[config.mk]
export PLATFORM = sky130hd
export DESIGN_NAME = kcpsm6_rgb_periph
export DESIGN_NICKNAME = d
export VERILOG_FILES = /design/src/rtl/kcpsm6_rgb_periph.sv
export SDC_FILE = /design/constraint.sdc
export NUM_CORES = 1
export LEC_CHECK = 0
export CAP_MARGIN = 20
export CORE_UTILIZATION = 50
export CTS_BUF_LIST = sky130_fd_sc_hd__clkbuf_8
export CTS_CLUSTER_DIAMETER = 200
export DETAILED_ROUTE_END_ITERATION = 10
export PLACE_DENSITY = 0.71
export SKIP_LAST_GASP = 1
export SYNTH_ARGS = -nofsm -noshare
export SYNTH_HDL_FRONTEND = slang
export SYNTH_HIERARCHICAL = 1
export SYNTH_SLANG_ARGS = --single-unit
[constraint.sdc]
create_clock -name clk -period 5.55 [get_ports clk]
set_clock_uncertainty 0.05 [all_clocks]
set_input_delay 1.11 -clock clk [delete_from_list [all_inputs] [get_ports clk]]
set_output_delay 1.11 -clock clk [all_outputs]
set_load 0.005 [all_outputs]
[src/rtl/kcpsm6_rgb_periph.sv]
// KCPSM6 port-mapped peripheral: seven-segment digit codes, shadowed RGB channels
// with atomic commit, button edge capture, periodic interrupt timer and status.

module kcpsm6_rgb_chan #(
   parameter int CW = 4
) (
   input  logic            clk,
   input  logic            reset,
   input  logic [2:0]      wr,      // one-hot {R,G,B} shadow write
   input  logic [CW-1:0]   wdata,
   input  logic            commit,
   output logic [3*CW-1:0] rgb
);
   logic [2:0][CW-1:0] shadow;

   always_ff @(posedge clk) begin
      if (reset) begin
         shadow <= '0;
         rgb    <= '0;
      end else begin
         for (int c = 0; c < 3; c++)
            if (wr[c]) shadow[c] <= wdata;
         // commit samples the shadow as it stands at this edge
         if (commit) rgb <= shadow;
      end
   end
endmodule

module kcpsm6_rgb_periph #(
   parameter int NUM_CH       = 2,
   parameter int CW           = 4,
   parameter int TICK_DEFAULT = 1000000
) (
   input  logic                     clk,
   input  logic                     reset,
   input  logic [5:0]               db_btns,
   input  logic [7:0]               port_id,
   input  logic [7:0]               out_port,
   input  logic                     write_strobe,
   input  logic                     k_write_strobe,
   input  logic                     read_strobe,
   input  logic                     interrupt_ack,
   output logic [7:0]               in_port,
   output logic                     interrupt,
   output logic [39:0]              digits,
   output logic [3*CW*NUM_CH-1:0]   rgb_out
);
   localparam logic [23:0] TICK_INIT = 24'(TICK_DEFAULT);

   logic                          wr;
   logic [7:0][4:0]               dig;
   logic [4:0]                    prev_btns, edge_lat, rises;
   logic                          rd_edges;
   logic [23:0]                   period, count;
   logic [1:0]                    ctrl;
   logic                          overrun;
   logic                          run, tick, irq_fire, per_wr;
   logic [7:0]                    rd_data;
   logic [NUM_CH-1:0][2:0]        sh_wr;
   logic [NUM_CH-1:0]             commit;
   logic [NUM_CH-1:0][3*CW-1:0]   ch_rgb;
   logic                          unused_cpureset;

   assign wr              = write_strobe | k_write_strobe;
   assign unused_cpureset = db_btns[0];
   assign digits          = dig;
   assign rgb_out         = ch_rgb;

   assign rises    = db_btns[5:1] & ~prev_btns;
   assign rd_edges = read_strobe && (port_id == 8'h09);

   assign run      = ctrl[0] && (period != '0);
   assign tick     = run && (count == period);
   assign irq_fire = tick && ctrl[1];
   assign per_wr   = wr && (port_id == 8'h21 || port_id == 8'h22 || port_id == 8'h23);

   genvar k, c;
   generate
      for (k = 0; k < NUM_CH; k++) begin : g_ch
         for (c = 0; c < 3; c++) begin : g_comp
            assign sh_wr[k][2-c] = wr && (port_id == 8'(10 + 3*k + c));
         end
         assign commit[k] = wr && (port_id == 8'h20) && out_port[k];

         kcpsm6_rgb_chan #(.CW(CW)) u_chan (
            .clk    (clk),
            .reset  (reset),
            .wr     (sh_wr[k]),
            .wdata  (out_port[CW-1:0]),
            .commit (commit[k]),
            .rgb    (ch_rgb[k])
         );
      end
   endgenerate

   always_comb begin
      rd_data = 8'h00;
      case (port_id)
         8'h00:   rd_data = {3'b0, db_btns[5:1]};
         8'h09:   rd_data = {3'b0, edge_lat};
         8'h21:   rd_data = period[7:0];
         8'h22:   rd_data = period[15:8];
         8'h23:   rd_data = period[23:16];
         8'h24:   rd_data = {6'b0, ctrl};
         8'h25:   rd_data = {6'b0, overrun, interrupt};
         default: rd_data = 8'h00;
      endcase
   end

   always_ff @(posedge clk) begin
      if (reset) begin
         in_port   <= '0;
         dig       <= '0;
         prev_btns <= db_btns[5:1];
         edge_lat  <= '0;
      end else begin
         in_port   <= rd_data;
         prev_btns <= db_btns[5:1];
         // a new edge in the read-clear cycle survives the clear
         edge_lat  <= (rd_edges ? 5'b0 : edge_lat) | rises;
         for (int i = 0; i < 8; i++)
            if (wr && port_id == 8'(8 - i)) dig[i] <= out_port[4:0];
      end
   end

   always_ff @(posedge clk) begin
      if (reset) begin
         period    <= TICK_INIT;
         ctrl      <= 2'b11;
         count     <= '0;
         interrupt <= 1'b0;
         overrun   <= 1'b0;
      end else begin
         if (wr && port_id == 8'h21) period[7:0]   <= out_port;
         if (wr && port_id == 8'h22) period[15:8]  <= out_port;
         if (wr && port_id == 8'h23) period[23:16] <= out_port;
         if (wr && port_id == 8'h24) ctrl          <= out_port[1:0];

         if (per_wr || !run || tick) count <= '0;
         else                        count <= count + 24'd1;

         if (irq_fire)           interrupt <= 1'b1;
         else if (interrupt_ack) interrupt <= 1'b0;

         overrun <= (irq_fire && interrupt && !interrupt_ack) |
                    (overrun && !(wr && port_id == 8'h25 && out_port[1]));
      end
   end
endmodule

==> metrics.csv <==
metric,value,unit
final_cell_mix,"158 x dfxtp_1, 139 x nor2_1, 98 x clkdlybuf4s50_1",
cts_root_buf,clkbuf_8,
mappedNetlistNets,720,
final_cell_area,7940,µm²
fp-row-count,41,
cts_buffers,17,
start_kind,input pin,
ctsResizeCount,0,
yosys.area.top_type,dfxtp_1,
timing.critical_path.buf_inv,1,
grt_max_degree,60,
synth_top_family_by_area,simple AND/OR/NAND/NOR gates,
die_area,13500,µm²
start_util,0.515,
vias,5200,
p_leak,0.00290,µW
synth_seq_cells,158,
core-area,12700,µm²
finalCriticalPeriod,3.63,ns
fin_util,0.627,
final_max_slew_viol_count,0,
fin_crit_sh,0.653,
htreeDepth,4,
finalHoldViolations,0,
synthMuxAreaShare,0.161,
required,5.82,ns
die_w,116,µm
path_cells,clkdlybuf4s50_1 -> nor2b_1 -> nand3_1 -> nor2_1 -> mux2i_1 -> nor2_1,
p_int,1630,µW
antenna_found_initial,0,
areaGrowthSynthToFinish,21.8,%
net-switching-power,498,µW
drtIter0Drc,374,
comb_power_share,0.045,
ctsHoldBuffers,0,
synth_cells,691,
routed_wl,16000,µm
grt_overflow_total,0,
hpwlAfterDp,11100,µm
cp_slowest_cell,clkdlybuf4s50_1,
arrival,3.89,ns
status,"finished, final reports clean",
cp_common_cell,nor2_1,
gp_congestion,0.899,
yosys.area_share.simple,0.209,
min_path_type,reg -> reg,
ys_top_cells_by_area,"dfxtp_1 49%, mux2i_1 15%, nor2_1 8.0%",
worstMarginPinSlew,0.985,ns
fmax,276,MHz
cts.reportedPaths.clkPinSlew,0.08,ns
crit_fanout,24,
timing.hold.ws,0.434,ns
ys_types,44,
n_antenna_cell,0,
io_pins,101,
via_per_inst,5.47,
drive_gt1_frac,0.0655,
synth_xor_area_frac,0.0618,
drt_first_pass_iters,7,
switching_share,0.234,
critPathCaptureType,flop,
p_clk_frac,0.417,
finalSetupViolations,0,
critPathMaxStageDelay,1.02,ns
ys_warn_count,6,
grt_usage,0.250,
clock_latency,0.45,ns
yosysTopAreaCellShare,0.485,
cts_setup_buffers,0,
mostFrequentLayoutCell,dfxtp_1,
area.sequential,3160,µm²
multi_input_area,3120,µm²
peakVddDrop,201,µV
port_buffers,99,
synth_adder_area_share,0.00192,
maxCapViolCount,0,
wl_per_cell,16.8,µm
placedCellCount,920,
place_area,7530,µm²
cts_tree,built,
ant_nets,0,
first_global_vias,5083,
rsz0062_at_grt,false,
route.detailed.drc,0,
grt_pass1_wl,25800,µm
die_y,116,µm
clk_path_buf_depth,2,
num-nets-final,796,
yosysSeqAreaShare,0.485,
avgSynthCellArea,9.44,µm²
power_density,268,nW/µm²
timing.critical_path.max_delay_family,simple AND/OR/NAND/NOR gates,
seq_power_share,0.538,
synth_compound_area_frac,0.0443,
cts.sinks,158,
fillers,1117,
finalSetupTns,0,ns
crit_type,in -> reg,
relSlewSlack,0.341,
syn_area,6520,µm²
fin_cells,951,
-- final cells by class --
class                   count  share of cell area
flip-flops and latches    158               0.398
multi-input cells         484               0.393
repair buffers            103               0.128
clock buffers              18              0.0312
well taps                 172              0.0271
clock inverters            13              0.0210
inverters                   3             0.00142
-- per-stage QoR --
step	worst slack [ns]	total power [µW]
floorplan	2.61	1230
global placement	1.61	1270
detailed placement	1.53	1270
CTS	2.01	2150
global route	1.78	2200
finish	1.93	2130
-- sequential cells by signal, summed over array words and instances, names as in the netlist --
name	cells
count	24
ctrl	2
digits	40
edge_lat	5
g_ch.u_chan/rgb	24
g_ch.u_chan/shadow	24
in_port	8
interrupt	1
overrun	1
period	24
prev_btns	5
-- cells in the mapped netlist, drive strengths merged --
cell and n:
buf 16, nor2b 8, or2 1, or3 2, a2111oi 2, nand2 33
and4 1, a221oi 1, inv 3, a41o 1, and2 2, nand4 10
and3 11, a31oi 2, nand3 43, nand3b 5, nor3 7, xor2 37
a21oi 23, clkbuf 30, xnor2 9, or4b 1, nor3b 1, o21ai 2
a32o 1, ha 1, nand2b 5, nor2 142, a22oi 4, nor4 14
o311a 1, a32oi 6, dfxtp 158, or4 3, mux2 8, o211ai 1
mux2i 96
-- power groups by stage --
stage               Combinational, µW  Clock (µW)  Sequential (µW)
finish                           96.7         888             1150
global route                      105         952             1150
CTS                              96.5         904             1150
detailed placement               96.3           0             1170
global placement                 94.6           0             1170
floorplan                        55.1           0             1170
-- path summary, 6_finish.rpt --
path         cells past startpoint  slack [ns]              startpoint                                     end
max                              6        1.93              port_id[0]  g_ch[1].u_chan/shadow[10]$_SDFFE_PP0P_
min                              2        0.43  edge_lat[0]$_SDFF_PP0_                   in_port[0]$_SDFF_PP0_
max reg2reg                      5        3.24     count[9]$_SDFF_PP0_                     count[6]$_SDFF_PP0_
min reg2reg                      2        0.43  edge_lat[0]$_SDFF_PP0_                   in_port[0]$_SDFF_PP0_
-- worst min-delay path, cell delays in order (launching register included) --
cell	delay [ns]
dfxtp_1	0.32
nand2_1	0.05
a31oi_1	0.07
-- logic make-up (layout without fill, tap and decap cells) --
logic type	after synthesis	after routing
flops	158	158
buf+inv	49	137
fa+ha+maj	1	1
simple gates	289	289
compound gates	44	44
xor+xnor	46	46
mux	104	104
-- routing by layer --
layer | up-vias | GRT usage | routed length (µm)
met5 | - | 0 | 0
met4 | 0 | 0.0769 | 211
met3 | 21 | 0.0773 | 1040
met2 | 145 | 0.421 | 7830
met1 | 2514 | 0.306 | 6910
li1 | 2520 | - | -
Note: power is estimated with default switching activity, not from simulation.
